`src/rtl/bus_fabric.sv`:
```
// N-port memory interconnect: per-port RAM/ROM/IO decode with registered read muxing,
// a shared debug-output FIFO, sticky completion tracking and a ROM-write error counter.
module bus_fabric #(
    parameter int          NPORTS     = 2,
    parameter int          RAM_AW     = 14,
    parameter int          ROM_AW     = 15,
    parameter logic [15:0] DPORT_ADDR = 16'h4000,
    parameter logic [15:0] DONE_ADDR  = 16'h4100,
    parameter int          FIFO_DEPTH = 8
) (
    input  logic                     clk,
    input  logic                     rst,
    input  logic [16*NPORTS-1:0]     addr_i,
    input  logic [8*NPORTS-1:0]      wdata_i,
    input  logic [NPORTS-1:0]        we_i,
    output logic [8*NPORTS-1:0]      rdata_o,
    output logic [NPORTS-1:0]        ram_we_o,
    output logic [RAM_AW*NPORTS-1:0] ram_addr_o,
    output logic [8*NPORTS-1:0]      ram_wdata_o,
    input  logic [8*NPORTS-1:0]      ram_rdata_i,
    output logic [ROM_AW*NPORTS-1:0] rom_addr_o,
    input  logic [8*NPORTS-1:0]      rom_rdata_i,
    output logic [7:0]               dport_data_o,
    output logic                     dport_valid_o,
    input  logic                     dport_ready_i,
    output logic                     dport_overflow_o,
    output logic                     done_o,
    output logic [7:0]               err_count_o
);

    localparam int          PW        = (FIFO_DEPTH > 1) ? $clog2(FIFO_DEPTH) : 1;
    localparam int          CW        = PW + 1;
    localparam int          NW        = $clog2(NPORTS + 1);
    localparam logic [16:0] RAM_LIMIT = 17'(2 ** RAM_AW);
    localparam logic [16:0] ROM_BASE  = 17'(65536 - 2 ** ROM_AW);

    logic [NPORTS-1:0] csRam, csRom, csRam_q, csRom_q;
    logic [NPORTS-1:0] pushReq, doneReq, romWr, pushAcc;
    logic [NPORTS-1:0] doneFlags_q;
    logic [7:0]        fifoMem [FIFO_DEPTH];
    logic [PW-1:0]     wrPtr_q, rdPtr_q;
    logic [PW-1:0]     pushIdx [NPORTS];
    logic [CW-1:0]     count_q, freeSlots, accCount;
    logic              overflow_q, dropped, pop;
    logic [NW-1:0]     romCount;
    logic [8:0]        errSum;
    logic [7:0]        errCount_q, errCount_d;

    genvar g;
    for (g = 0; g < NPORTS; g++) begin : g_port
        logic [15:0] portAddr;
        assign portAddr    = addr_i[g*16 +: 16];
        assign csRam[g]    = {1'b0, portAddr} < RAM_LIMIT;
        assign csRom[g]    = {1'b0, portAddr} >= ROM_BASE;
        assign pushReq[g]  = we_i[g] && (portAddr == DPORT_ADDR);
        assign doneReq[g]  = we_i[g] && (portAddr == DONE_ADDR);
        assign romWr[g]    = we_i[g] && csRom[g];
        assign ram_addr_o[g*RAM_AW +: RAM_AW] = portAddr[RAM_AW-1:0];
        assign rom_addr_o[g*ROM_AW +: ROM_AW] = portAddr[ROM_AW-1:0];
        assign rdata_o[g*8 +: 8] = csRam_q[g] ? ram_rdata_i[g*8 +: 8] :
                                   csRom_q[g] ? rom_rdata_i[g*8 +: 8] : 8'h00;
    end

    assign ram_we_o         = we_i & csRam;
    assign ram_wdata_o      = wdata_i;
    assign dport_valid_o    = (count_q != '0);
    assign dport_data_o     = dport_valid_o ? fifoMem[rdPtr_q] : 8'h00;
    assign dport_overflow_o = overflow_q;
    assign done_o           = &doneFlags_q;
    assign err_count_o      = errCount_q;
    assign pop              = dport_valid_o && dport_ready_i;

    // Space is judged against the occupancy at the start of the cycle, so a pop never
    // makes room for pushes in the same cycle; lower port indices win the free slots.
    always_comb begin
        freeSlots = CW'(FIFO_DEPTH) - count_q;
        accCount  = '0;
        pushAcc   = '0;
        dropped   = 1'b0;
        for (int p = 0; p < NPORTS; p++) begin
            pushIdx[p] = wrPtr_q + accCount[PW-1:0];
            if (pushReq[p]) begin
                if (accCount < freeSlots) begin
                    pushAcc[p] = 1'b1;
                    accCount   = accCount + CW'(1);
                end else begin
                    dropped = 1'b1;
                end
            end
        end
    end

    always_comb begin
        romCount = '0;
        for (int p = 0; p < NPORTS; p++) begin
            romCount = romCount + NW'(romWr[p]);
        end
        errSum     = {1'b0, errCount_q} + 9'(romCount);
        errCount_d = (errSum > 9'd255) ? 8'hFF : errSum[7:0];
    end

    always_ff @(posedge clk) begin
        for (int p = 0; p < NPORTS; p++) begin
            if (pushAcc[p] && !rst) begin
                fifoMem[pushIdx[p]] <= wdata_i[p*8 +: 8];
            end
        end
    end

    always_ff @(posedge clk) begin
        if (rst) begin
            csRam_q     <= '0;
            csRom_q     <= '0;
            wrPtr_q     <= '0;
            rdPtr_q     <= '0;
            count_q     <= '0;
            overflow_q  <= 1'b0;
            doneFlags_q <= '0;
            errCount_q  <= 8'h00;
        end else begin
            csRam_q     <= csRam;
            csRom_q     <= csRom;
            wrPtr_q     <= wrPtr_q + accCount[PW-1:0];
            rdPtr_q     <= rdPtr_q + PW'(pop);
            count_q     <= count_q + accCount - CW'(pop);
            overflow_q  <= overflow_q | dropped;
            doneFlags_q <= doneFlags_q | doneReq;
            errCount_q  <= errCount_d;
        end
    end

endmodule

```
`config.mk`:
```
export PLATFORM = sky130hd
export DESIGN_NAME = bus_fabric
export DESIGN_NICKNAME = d
export VERILOG_FILES = /design/src/rtl/bus_fabric.sv
export SDC_FILE = /design/constraint.sdc
export NUM_CORES = 1
export LEC_CHECK = 0
export BUFFER_PORTS_ARGS = -buffer_cell sky130_fd_sc_hd__buf_4
export CAP_MARGIN = 25
export CORE_MARGIN = 2
export CORE_UTILIZATION = 25
export CTS_BUF_LIST = sky130_fd_sc_hd__clkbuf_2
export CTS_CLUSTER_DIAMETER = 30
export DETAILED_ROUTE_END_ITERATION = 10
export PLACE_DENSITY = 0.54
export SLEW_MARGIN = 20
export SYNTH_ARGS = -nofsm -noshare
export SYNTH_HDL_FRONTEND = slang
export SYNTH_SLANG_ARGS = --single-unit
export TNS_END_PERCENT = 5
```
`constraint.sdc`:
```
create_clock -name clk -period 5.7 [get_ports clk]
set_input_delay 0 -clock clk [delete_from_list [all_inputs] [get_ports clk]]
set_output_delay 0 -clock clk [all_outputs]
set_load 0.005 [all_outputs]
```
# Word level (Yosys, flattened, before mapping)
# Memory sizes are Yosys's and may differ from the RTL's. A register that Yosys moved wholly into a read port is not among the register bits.
# Index checks and enable logic that the tools add are counted.
[totals]
regBits = 25
mem_bits_rw = 64
inputBits = 85
mem_bits_ro = 0
wordCells = 67
memories = 1
out_inout_bits = 111
latchBits = 0
[classes]
eq_ne = 4
bitwise = 3
n_shift = 0
mul = 0
muxes = 23
n_reduce_logical = 12
n_lt_le_gt_ge = 7
n_addsub = 9
div = 0
[mem_list]
columns = ["memory", "words", "word_bits", "rd", "rd_clocked_by_memory_dff", "wr", "line", "source"]
rows = [
  ["fifoMem", 8, 8, 1, 1, 2, "40", "logic [7:0] fifoMem [FIFO_DEPTH];"],
]
[op_table]
columns = ["op", "n"]
rows = [
  ["equality test 16 x 15 -> 1 bit, second input constant", 4],
  ["two-way mux 8 bit", 6],
  [">= comparator 16 bit, second input constant", 2],
  ["less-than comparator 16 x 15 -> 1 bit, second input constant", 2],
  ["two-way mux 1 bit", 14],
  ["adder 8 x 2 -> 9 bit", 1],
  ["> comparator 9 x 8 -> 1 bit, second input constant", 1],
  ["logical AND 1 bit", 9],
  ["two-way mux 4 bit", 2],
  ["adder 3 bit", 2],
  ["adder 4 x 1 -> 4 bit, second input constant", 1],
  ["adder 4 bit", 1],
  ["less-than comparator 1 x 4 -> 1 bit, first input constant", 1],
  ["less-than comparator 4 bit", 1],
  ["nonzero test 4 bit", 1],
  ["subtractor 4 x 1 -> 4 bit", 1],
  ["subtractor 4 bit, first input constant", 1],
  ["adder 3 x 1 -> 3 bit", 1],
  ["two-way mux 3 bit", 1],
  ["adder 1 x 1 -> 2 bit", 1],
  ["bitwise AND 2 bit", 1],
  ["bitwise OR 2 bit", 1],
  ["AND reduction 2 bit", 1],
  ["zero test 1 bit", 1],
  ["bitwise OR 1 bit", 1],
]

# Longest topological paths before layout
# Gate-level depths: netlist of the first run.
[logic_depth]
depth_word = 10
depth_mapped = 18
mapped_depth_nobuf = 16

# Worst setup path after synthesis of the first run
# OpenSTA, ideal clock, no wires.
[synth_timing]
path_kind = "reg2reg"
from = "reg count_q[0]"
to = "mem fifoMem[6][0] (enable)"
synth_period_minus_slack_ns = 3.524
setup_slack_ns = 2.176
path_stages_with_launch = 12
arrival_ns = 3.150
setup_time_ns = 0.374
path_buffers = 0
required_time_ns = 5.326
cell_sequence = "dfxtp_1 -> inv_1 -> ha_1 -> nor2b_1 -> a31o_2 -> a2111oi_2 -> ha_1 -> ha_1 -> inv_1 -> nor4_4 -> o211ai_4 -> o21ai_1"
[synth_rtl]
columns = ["element", "line", "source"]
rows = [
  ["from (decl)", "43", "logic [CW-1:0] count_q, freeSlots, accCount;"],
  ["from (signal assigned)", "125", "count_q <= count_q + accCount - CW'(pop);"],
  ["to (decl)", "40", ""],
]

==> results of run 1 <==
## stage by stage
stage | std cells | setup slack [ps]
finish | 904 | 1340
global route | 904 | 1020
CTS | 902 | 1300
detailed placement | 851 | 1680
global placement | 851 | 1880
floorplan | 459 | 2180
## worst paths after layout
check / startpoint / end / slack [ps]
max: count_q[0] / fifoMem[2][4] / 1340
min: addr_i[4] / dport_overflow_o / 100
max reg2reg: count_q[0] / fifoMem[2][4] / 1340
min reg2reg: doneFlags_q[1] / doneFlags_q[1] / 520
## cell usage in the layout, fill, tap and decap left out, drive strengths merged, types with 2 or more instances in the layout
| cell type | count |
|---|---|
| a21oi | 10 |
| a22o | 14 |
| and2 | 5 |
| and3 | 3 |
| buf | 200 |
| clkbuf | 9 |
| clkinv | 3 |
| dfxtp | 25 |
| dlygate4sd3 | 36 |
| edfxtp | 64 |
| fa | 3 |
| ha | 15 |
| inv | 20 |
| mux2 | 65 |
| mux2i | 9 |
| mux4 | 16 |
| nand2 | 10 |
| nand2b | 3 |
| nand3 | 7 |
| nor2 | 19 |
| nor2b | 10 |
| nor3 | 8 |
| nor3b | 3 |
| nor4 | 13 |
| nor4b | 2 |
| o211ai | 8 |
| o21ai | 7 |
| o2bb2ai | 5 |
| o31ai | 2 |
| or2 | 3 |
| xnor2 | 7 |
| xor2 | 2 |
## cell type report
type                            count  area [um2]
Clock buffer                        9        45.0
Clock inverter                      6        67.6
Antenna cell                        1        2.50
Multi-Input combinational cell    259        2590
Timing Repair Buffer              236        1860
Fill cell                        2250       15100
Tap cell                          285         357
Inverter                           19        71.3
Sequential cell                    89        2420
## cell families after synthesis
kind of cell / after synthesis / synth area share
AND/OR/NAND/NOR: 91 / 0.0988
XOR/XNOR: 9 / 0.0138
buffers and inverters: 111 / 0.124
flip-flops: 89 / 0.425
adder cells (fa/ha/maj): 18 / 0.0435
multiplexers: 90 / 0.208
AO/OA/AOI/OAI: 51 / 0.0874
## critical path, cell delays in order, from the launching register on
cell and delay, ps:
sky130_fd_sc_hd__dfxtp_1 460, sky130_fd_sc_hd__inv_1 90, sky130_fd_sc_hd__ha_1 220, sky130_fd_sc_hd__nor2b_1 130, sky130_fd_sc_hd__a31o_2 260, sky130_fd_sc_hd__a2111oi_2 590
sky130_fd_sc_hd__ha_1 260, sky130_fd_sc_hd__ha_1 320, sky130_fd_sc_hd__inv_1 190, sky130_fd_sc_hd__nor4_4 440, sky130_fd_sc_hd__o211ai_4 260, sky130_fd_sc_hd__mux2_1 390
sky130_fd_sc_hd__dlygate4sd3_1 560
## layer usage
layer  part of all wire  vias to the layer above  routed length, um
li1                   -                     1942                  -
met1               0.38                     2064               6210
met2               0.54                      180               8670
met3              0.061                       19                985
met4              0.018                        0                293
met5                  0                        -                  0
## sequential cells by signal, summed over array words and instances (netlist names)
| name | count |
|---|---|
| doneFlags_q | 2 |
| dport_overflow_o | 1 |
| csRom_q | 2 |
| count_q | 4 |
| wrPtr_q | 3 |
| rdPtr_q | 3 |
| err_count_o | 8 |
| csRam_q | 2 |
| fifoMem | 64 |
## power by group through the flow
stage / Combinational [W] / Clock (W) / Sequential [W]
global route: 0.000792 / 0.000375 / 0.000750
detailed placement: 0.000700 / 0 / 0.000760
finish: 0.000717 / 0.000335 / 0.000746
CTS: 0.000725 / 0.000356 / 0.000747
global placement: 0.000682 / 0 / 0.000758
floorplan: 0.000479 / 0 / 0.000741
## timing repair
item / CTS / global route
hold buffers: 36 / 0
setup endpoints to repair: 0 / 0
hold endpoints to repair: 88 / 0
==> results.md, run 1 <==
Pwr:
- Of the total power, the share spent switching nets is 0.352.
- The switching power is 0.000632 W.
- For this design the static power due to leakage is 2.91 nW.
- The sequential share of power is 0.415.
- The power density relative to cell area is 242 mW/mm2.
- The largest vdd supply drop is 0.164 mV.
- The share of total power in the clock network is 0.186.
- Summing internal, switching and leakage power gives 0.00180 W.
- Cell internal power was estimated by the tool at 0.00117 W.
- Of the total power, combinational logic draws 0.399.

Route:
- The routed via count divided by cell count is 4.65.
- The via total after detailed routing is 4205.
- The final wirelength is 16200 um.
- The initial detailed-routing violation count is 188.
- The number of design rule violations left after detail routing is 0.
- The detailed-routing iteration count for the pre-antenna-repair pass is 4.
- The detailed-route wire length per cell is 17.9 um.
- The post-route antenna net violation count is 0.

Global route:
- The global-route wire length before repair is 24400 um.
- met2 is the most crowded layer.
- For this run the aggregate overflow at the end of global routing stands at 0.
- The initial antenna violation count is 1.
- For met3 alone, demand over resource in global routing was 0.0312.
- The met1 routing resource usage after global routing is 0.145.
- The number of global-route vias before repair is 4427.
- Entering global routing, the biggest net connects 27 pins.
- In the global route stage, met2 resource usage came out at 0.255.
- The aggregate global-route resource usage is 0.133.

Logic synthesis:
- The library cell with the highest instance count after synthesis is sky130_fd_sc_hd__buf_4.
- The Yosys step of the flow raised 0 warnings.
- In this run, distinct cell masters in the synthesized netlist total 48.
- The number of flip-flops and latches in the synthesized netlist is 89.
- The part of the Yosys area used for sequential elements is 0.425.
- The netlist area before placement is 0.00570 mm2.
- After synthesis, the most frequently instantiated cells are sky130_fd_sc_hd__buf_4, sky130_fd_sc_hd__edfxtp_1, sky130_fd_sc_hd__mux2_1.
- The cell count after synthesis came out at 459.
- Dividing the synthesized area by the synthesized cell count gives 12.4 um2.
- The async set-reset flop share out of synthesis is 0.
- sky130_fd_sc_hd__edfxtp_1 takes more of the synthesized area than any other cell.
- The number of synthesized flops with an enable pin is 64.
- By area the synthesized netlist is led by sky130_fd_sc_hd__edfxtp_1, sky130_fd_sc_hd__mux2_1, sky130_fd_sc_hd__buf_4, sky130_fd_sc_hd__dfxtp_1, sky130_fd_sc_hd__mux4_2.
- The top cell type's share of synthesized area is 0.337.
- The commonest register cell after synthesis is sky130_fd_sc_hd__edfxtp_1.
- When the netlist entered floorplanning its net count stood at 562.

Critical path:
- The critical path arrival is 4740 ps.
- The required time reported for the critical path endpoint is 6080 ps.
- The startpoint kind of the worst setup timing path is a flip-flop.
- The setup path with the least slack is of type flip-flop to flip-flop.
- The sort of element at the end of the critical path is a flip-flop.
- The number of cell instances on the worst register-to-register path is 12.
- The largest fanout of any net on the critical path is 8.

Worst hold path:
- The min-delay analysis places its worst path in the category input pin to flip-flop.
- The worst hold path passes through 5 cells.

Place:
- The post-detailed-placement cell area is 0.00693 mm2.
- Detailed placement ended at an HPWL of 11800 um.
- During placement, the flow inserted port buffers numbering 195.
- The congestion estimate from routability-driven global placement came to 0.884.

Floorplan:
- The count of pins on the block boundary is 196.
- The die is 155 um tall.
- The area of the core is 0.0225 mm2.
- The area enclosed by the die boundary is 0.0240 mm2.
- The die is 155 um wide.
- After floorplanning, the core was divided into 55 placement rows.
- For this configuration, the core starts out at a cell density of 0.253.

Timing:
- The worst slew margin relative to its limit is 0.338.
- The post-route fraction of the period consumed by the critical path is 0.765.
- The final hold violation count is 0.
- After layout, the minimum clock period comes to 4360 ps.
- The count of endpoints failing setup in the final report is 0.
- Timing would allow up to 229 MHz.
- Setup repair after global routing left no endpoint under its margin.
- For the final database, setup skew stands at 29.9 ps.
- The transition time at the pin with the least slew margin is 992 ps.
- Hold timing on the final database bottoms out at a slack of 95.4 ps.
- The post-route setup TNS is 0 ps.
- The max-slew violation count is 0.

Clock network:
- The number of clock buffers inserted by TritonCTS is 9.
- The tree is rooted in a sky130_fd_sc_hd__clkbuf_2.
- The quantity of gates resized following cts is 0.
- After clock tree synthesis, the clock-pin slew on the worst setup and hold paths is 260 ps.
- The number of sinks handled by clock tree synthesis is 89.
- The H-tree depth is 3.
- The clock passes through at most 2 buffers.
- The post-CTS repair timing setup buffer count is 0.
- At the later pin of the worst-skew pair, clock insertion delay measures 580 ps.
- TritonCTS built the clock tree.

Run status:
- The flow ran to the end, and the final reports show no timing, DRC or antenna violations.

Job:
- The max-capacitance violation count is 0.

Cells and area:
- The layout cell share with drive strength beyond 1 is 0.406.
- In the final design database the tool counted 717 nets.
- The finished cells cover 0.00742 mm2.
- The area growth from synthesis to layout is 30.1%.
- The final cell utilization of the core is 0.330.
No activity file was read; power rests on OpenSTA's default activity.
==> run 2, diff against run 1 <==
- clock period: 5.7 -> 4.2 ns (I/O delays scaled with it)
==> run 2 against run 1 <==
Compared with the run above:
- register-to-register slack worse by 1100 ps
- design area down 0.10%
- final cell count up 0.22%
- wire length down 2.2%
- first-iteration DRC count down 18%
- total power up 35%
- worst hold slack worse by 12 ps
==> results.md, run 2 (synthesis results as in run 1) <==
Run status:
- The flow ran to the end, and the final reports show no timing, DRC or antenna violations.

Timing:
- The max-slew violation count came to 0 (unchanged).
- The final setup skew is 47.4 ps (+17.5 ps).
- The timing-limited maximum frequency is 252 MHz (+9.9%).
- The count of endpoints failing setup in the final report is 0 (unchanged).
- The final setup slack of the worst path came to 232 ps (-1110 ps).
- Setup repair after global routing left no endpoint under its margin.
- The post-route setup TNS is 0 ps (unchanged).
- The post-route fraction of the period consumed by the critical path came to 0.945 (+0.180).
- The time the final worst path needs with I/O delays and setup is 3970 ps (-394 ps).
- The final hold violation count is 0 (unchanged).
- The transition time at the pin with the least slew margin is 1030 ps (+34.8 ps).
- The worst slew margin relative to its limit is 0.315 (-0.0232).

Worst hold path:
- The end of the worst hold path is csRam_q[0].
- The hold-critical path depth is 3 (-2).
- The worst hold path begins at addr_i[14].
- The worst min-delay path class is input pin to flip-flop.

Cells and area:
- The count of nets after finishing is 719 (+0.28%).
- The post-route non-filler standard cell count is 906 (+0.22%).
- The number of inserted filler cells in the final layout is 2261 (+0.49%).
- The antenna diode count is 0 (-1).
- The library cells used most frequently in the layout, excluding fill and tap cells, are sky130_fd_sc_hd__buf_4, sky130_fd_sc_hd__mux2_1, sky130_fd_sc_hd__edfxtp_1.
- Relative to the synthesized area, the layout overhead comes to 30.0%.
- The library cell used most frequently in the layout, excluding fill and tap cells, is sky130_fd_sc_hd__buf_4.
- The number of flip-flops in the largest register is 64 (unchanged).
- The layout cell share with drive strength beyond 1 was 0.419 (+0.0125).
- The final non-filler cell area is 0.00741 mm2 (-0.10%).

Floorplan:
- The site row count is 55 (unchanged).
- The area of the core came to 0.0225 mm2 (unchanged).
- The width of the die is 155 um (unchanged).
- The starting utilization of the core area is 0.253 (unchanged).
- The die outline height is 155 um (unchanged).
- The count of pins on the block boundary came to 196 (unchanged).
- The area enclosed by the die boundary is 0.0240 mm2 (unchanged).

Place:
- The global placer's final weighted congestion is 0.888 (+0.43%).
- The worst-case setup slack after placement is 287 ps (-1390 ps).
- The final HPWL from detailed placement is 11800 um (+0.15%).
- The number of input and output port buffers inserted came to 195 (unchanged).
- The post-detailed-placement cell area was 0.00694 mm2 (about the same).
- The number of cells after detailed placement is 853 (+0.24%).

Global route:
- The maximum number of pins on one net before global-route repair is 27 (unchanged).
- The global-route wire length before repair is 23600 um (-3.3%).
- The aggregate global-route resource usage was 0.130 (-0.00313).
- The initial antenna violation count came to 0 (-1).
- The overflow left after global routing is 0 (unchanged).
- The number of global-route vias before repair came to 4220 (-4.7%).

Route:
- The number of design rule violations left after detail routing is 0 (unchanged).
- The detailed-route wire length per cell is 17.4 um (-2.4%).
- The detailed-routing iteration count for the pre-antenna-repair pass came to 4 (unchanged).
- The via total after detailed routing is 4159 (-1.1%).
- The routed via count divided by cell count was 4.59 (-1.3%).
- The final wirelength is 15800 um (-2.2%).
- The initial detailed-routing violation count is 155 (-18%).
- The post-route antenna net violation count is 0 (unchanged).

Clock network:
- The clock edge transition at the registers on the reported setup and hold paths is 300 ps (+40 ps).
- The number of sinks handled by clock tree synthesis is 89 (unchanged).
- The number of clock buffers inserted by TritonCTS was 9 (unchanged).
- The CTS tree is yes.
- The clock latency on the worst-skew pair came to 630 ps (+50 ps).
- The number of buffers on the longest clock path came to 2 (unchanged).
- The H-tree depth was 3 (unchanged).
- The tree is rooted in a sky130_fd_sc_hd__clkbuf_2.

Pwr:
- The switching power is 0.000880 W (+39%).
- The sequential share of power is 0.416 (about the same).
- The switching power share of the total was 0.363 (+0.0113).
- The power density relative to cell area is 328 mW/mm2 (+35%).
- The largest vdd supply drop is 0.235 mV (+44%).
- The internal power contribution is 0.00155 W (+33%).
- The share of total power in combinational logic came to 0.406 (+0.007).
- The reported leakage power is 2.91 nW (+0.10%).
- The share of total power in the clock network is 0.178 (-0.008).

Critical path:
- The startpoint of the worst register-to-register path is count_q[0].
- The critical path arrival is 4410 ps (-330 ps).
- The required time reported for the critical path endpoint came to 4640 ps (-1440 ps).
- The capture point of the worst reg-to-reg path is fifoMem[0][2].
- The startpoint kind of the worst setup timing path is a flip-flop.
- The worst setup path category is flip-flop to flip-flop.
- The worst reg-to-reg setup slack was 230 ps (-1110 ps).
- The most repeated library cell on the critical path is sky130_fd_sc_hd__ha_1.
- The standard cell with the maximum stage delay on the critical path is sky130_fd_sc_hd__dlygate4sd3_1.
- The number of cell instances on the worst register-to-register path is 13 (+1).
- The stage delay of the slowest cell on the critical path is 550 ps (-40 ps).
- STA classifies the critical path endpoint as a flip-flop.
- Traced cell by cell, the critical path runs through inv_1 > ha_1 > nor2b_1 > a31o_2 > a2111oi_4 > ha_1 > ha_1 > xor2_1 > buf_4 > nor4_4 > o211ai_4 > mux2_1 > dlygate4sd3_1.
- The largest fanout of any net on the critical path is 5 (-3).

Job:
- The max-capacitance violation count is 0 (unchanged).
[run 2: cell count changes in the layout (fill, tap and decap cells not counted), sizes merged]
cell,change
buf,+8
inv,+4
diode,-1
clkinv,-1
dlygate4sd3,-6
clkinvlp,-1
bufinv,-1
[run 2: worst max path at each step]
stage	slack [ps]	start	endpoint
2_1_floorplan	680	count_q[0]	fifoMem[6][0]
3_3_place_gp	420	count_q[0]	fifoMem[6][6]
3_5_place_dp	290	count_q[0]	fifoMem[6][4]
4_1_cts	20	count_q[0]	fifoMem[0][4]
5_1_grt	30	count_q[0]	fifoMem[0][2]
6_report	230	count_q[0]	fifoMem[0][2]
[run 2: final cells by class]
type                       instances  area, um2  share of cell area
sequential                        89       2420               0.327
clock buffer                       9       45.0             0.00608
inverter                          19       71.3             0.00963
multi-input combinational        259       2590               0.350
tap                              285        357              0.0481
clock inverter                     7       58.8             0.00794
timing repair buffer             238       1860               0.251
[run 2: what timing repair did]
action / 4_1_cts / 5_1_grt
setup buffers: 0 / 6
setup endpoints to repair: 0 / 4
hold buffers: 30 / 0
hold endpoints to repair: 88 / 0
gates resized for setup: 0 / 1
[run 2: per-layer routing]
layer,track usage,vias up,share of wire
met5,0,-,0
met4,0.0375,0,0.016
met3,0.0362,15,0.079
met2,0.237,202,0.52
met1,0.148,1985,0.39
li1,-,1957,-
[run 2: power groups by stage]
| stage | Combinational, W | Clock (W) | Sequential, W |
|---|---|---|---|
| floorplan | 0.000650 | 0 | 0.00101 |
| global placement | 0.000939 | 0 | 0.00103 |
| detailed placement | 0.000962 | 0 | 0.00103 |
| CTS | 0.000992 | 0.000454 | 0.00101 |
| global route | 0.00108 | 0.000491 | 0.00102 |
| finish | 0.000985 | 0.000431 | 0.00101 |
[run 2: critical path: cells and delay by family, from the launching register on]
| kind | cells | cell delay [ps] |
|---|---|---|
| AO/OA/AOI/OAI | 3 | 930 |
| buffers and inverters | 3 | 800 |
| adder cells (fa/ha/maj) | 3 | 650 |
| AND/OR/NAND/NOR | 2 | 560 |
| flip-flops | 1 | 450 |
| multiplexers | 1 | 330 |
| XOR/XNOR | 1 | 80 |
[run 2: per-stage QoR]
stage                util  power, W  hold WS (ps)
finish              0.329   0.00243          83.1
global route        0.329   0.00258          29.9
CTS                 0.326   0.00246          29.6
global placement    0.308   0.00197           185
detailed placement  0.308   0.00199           186
floorplan               -   0.00165          33.0
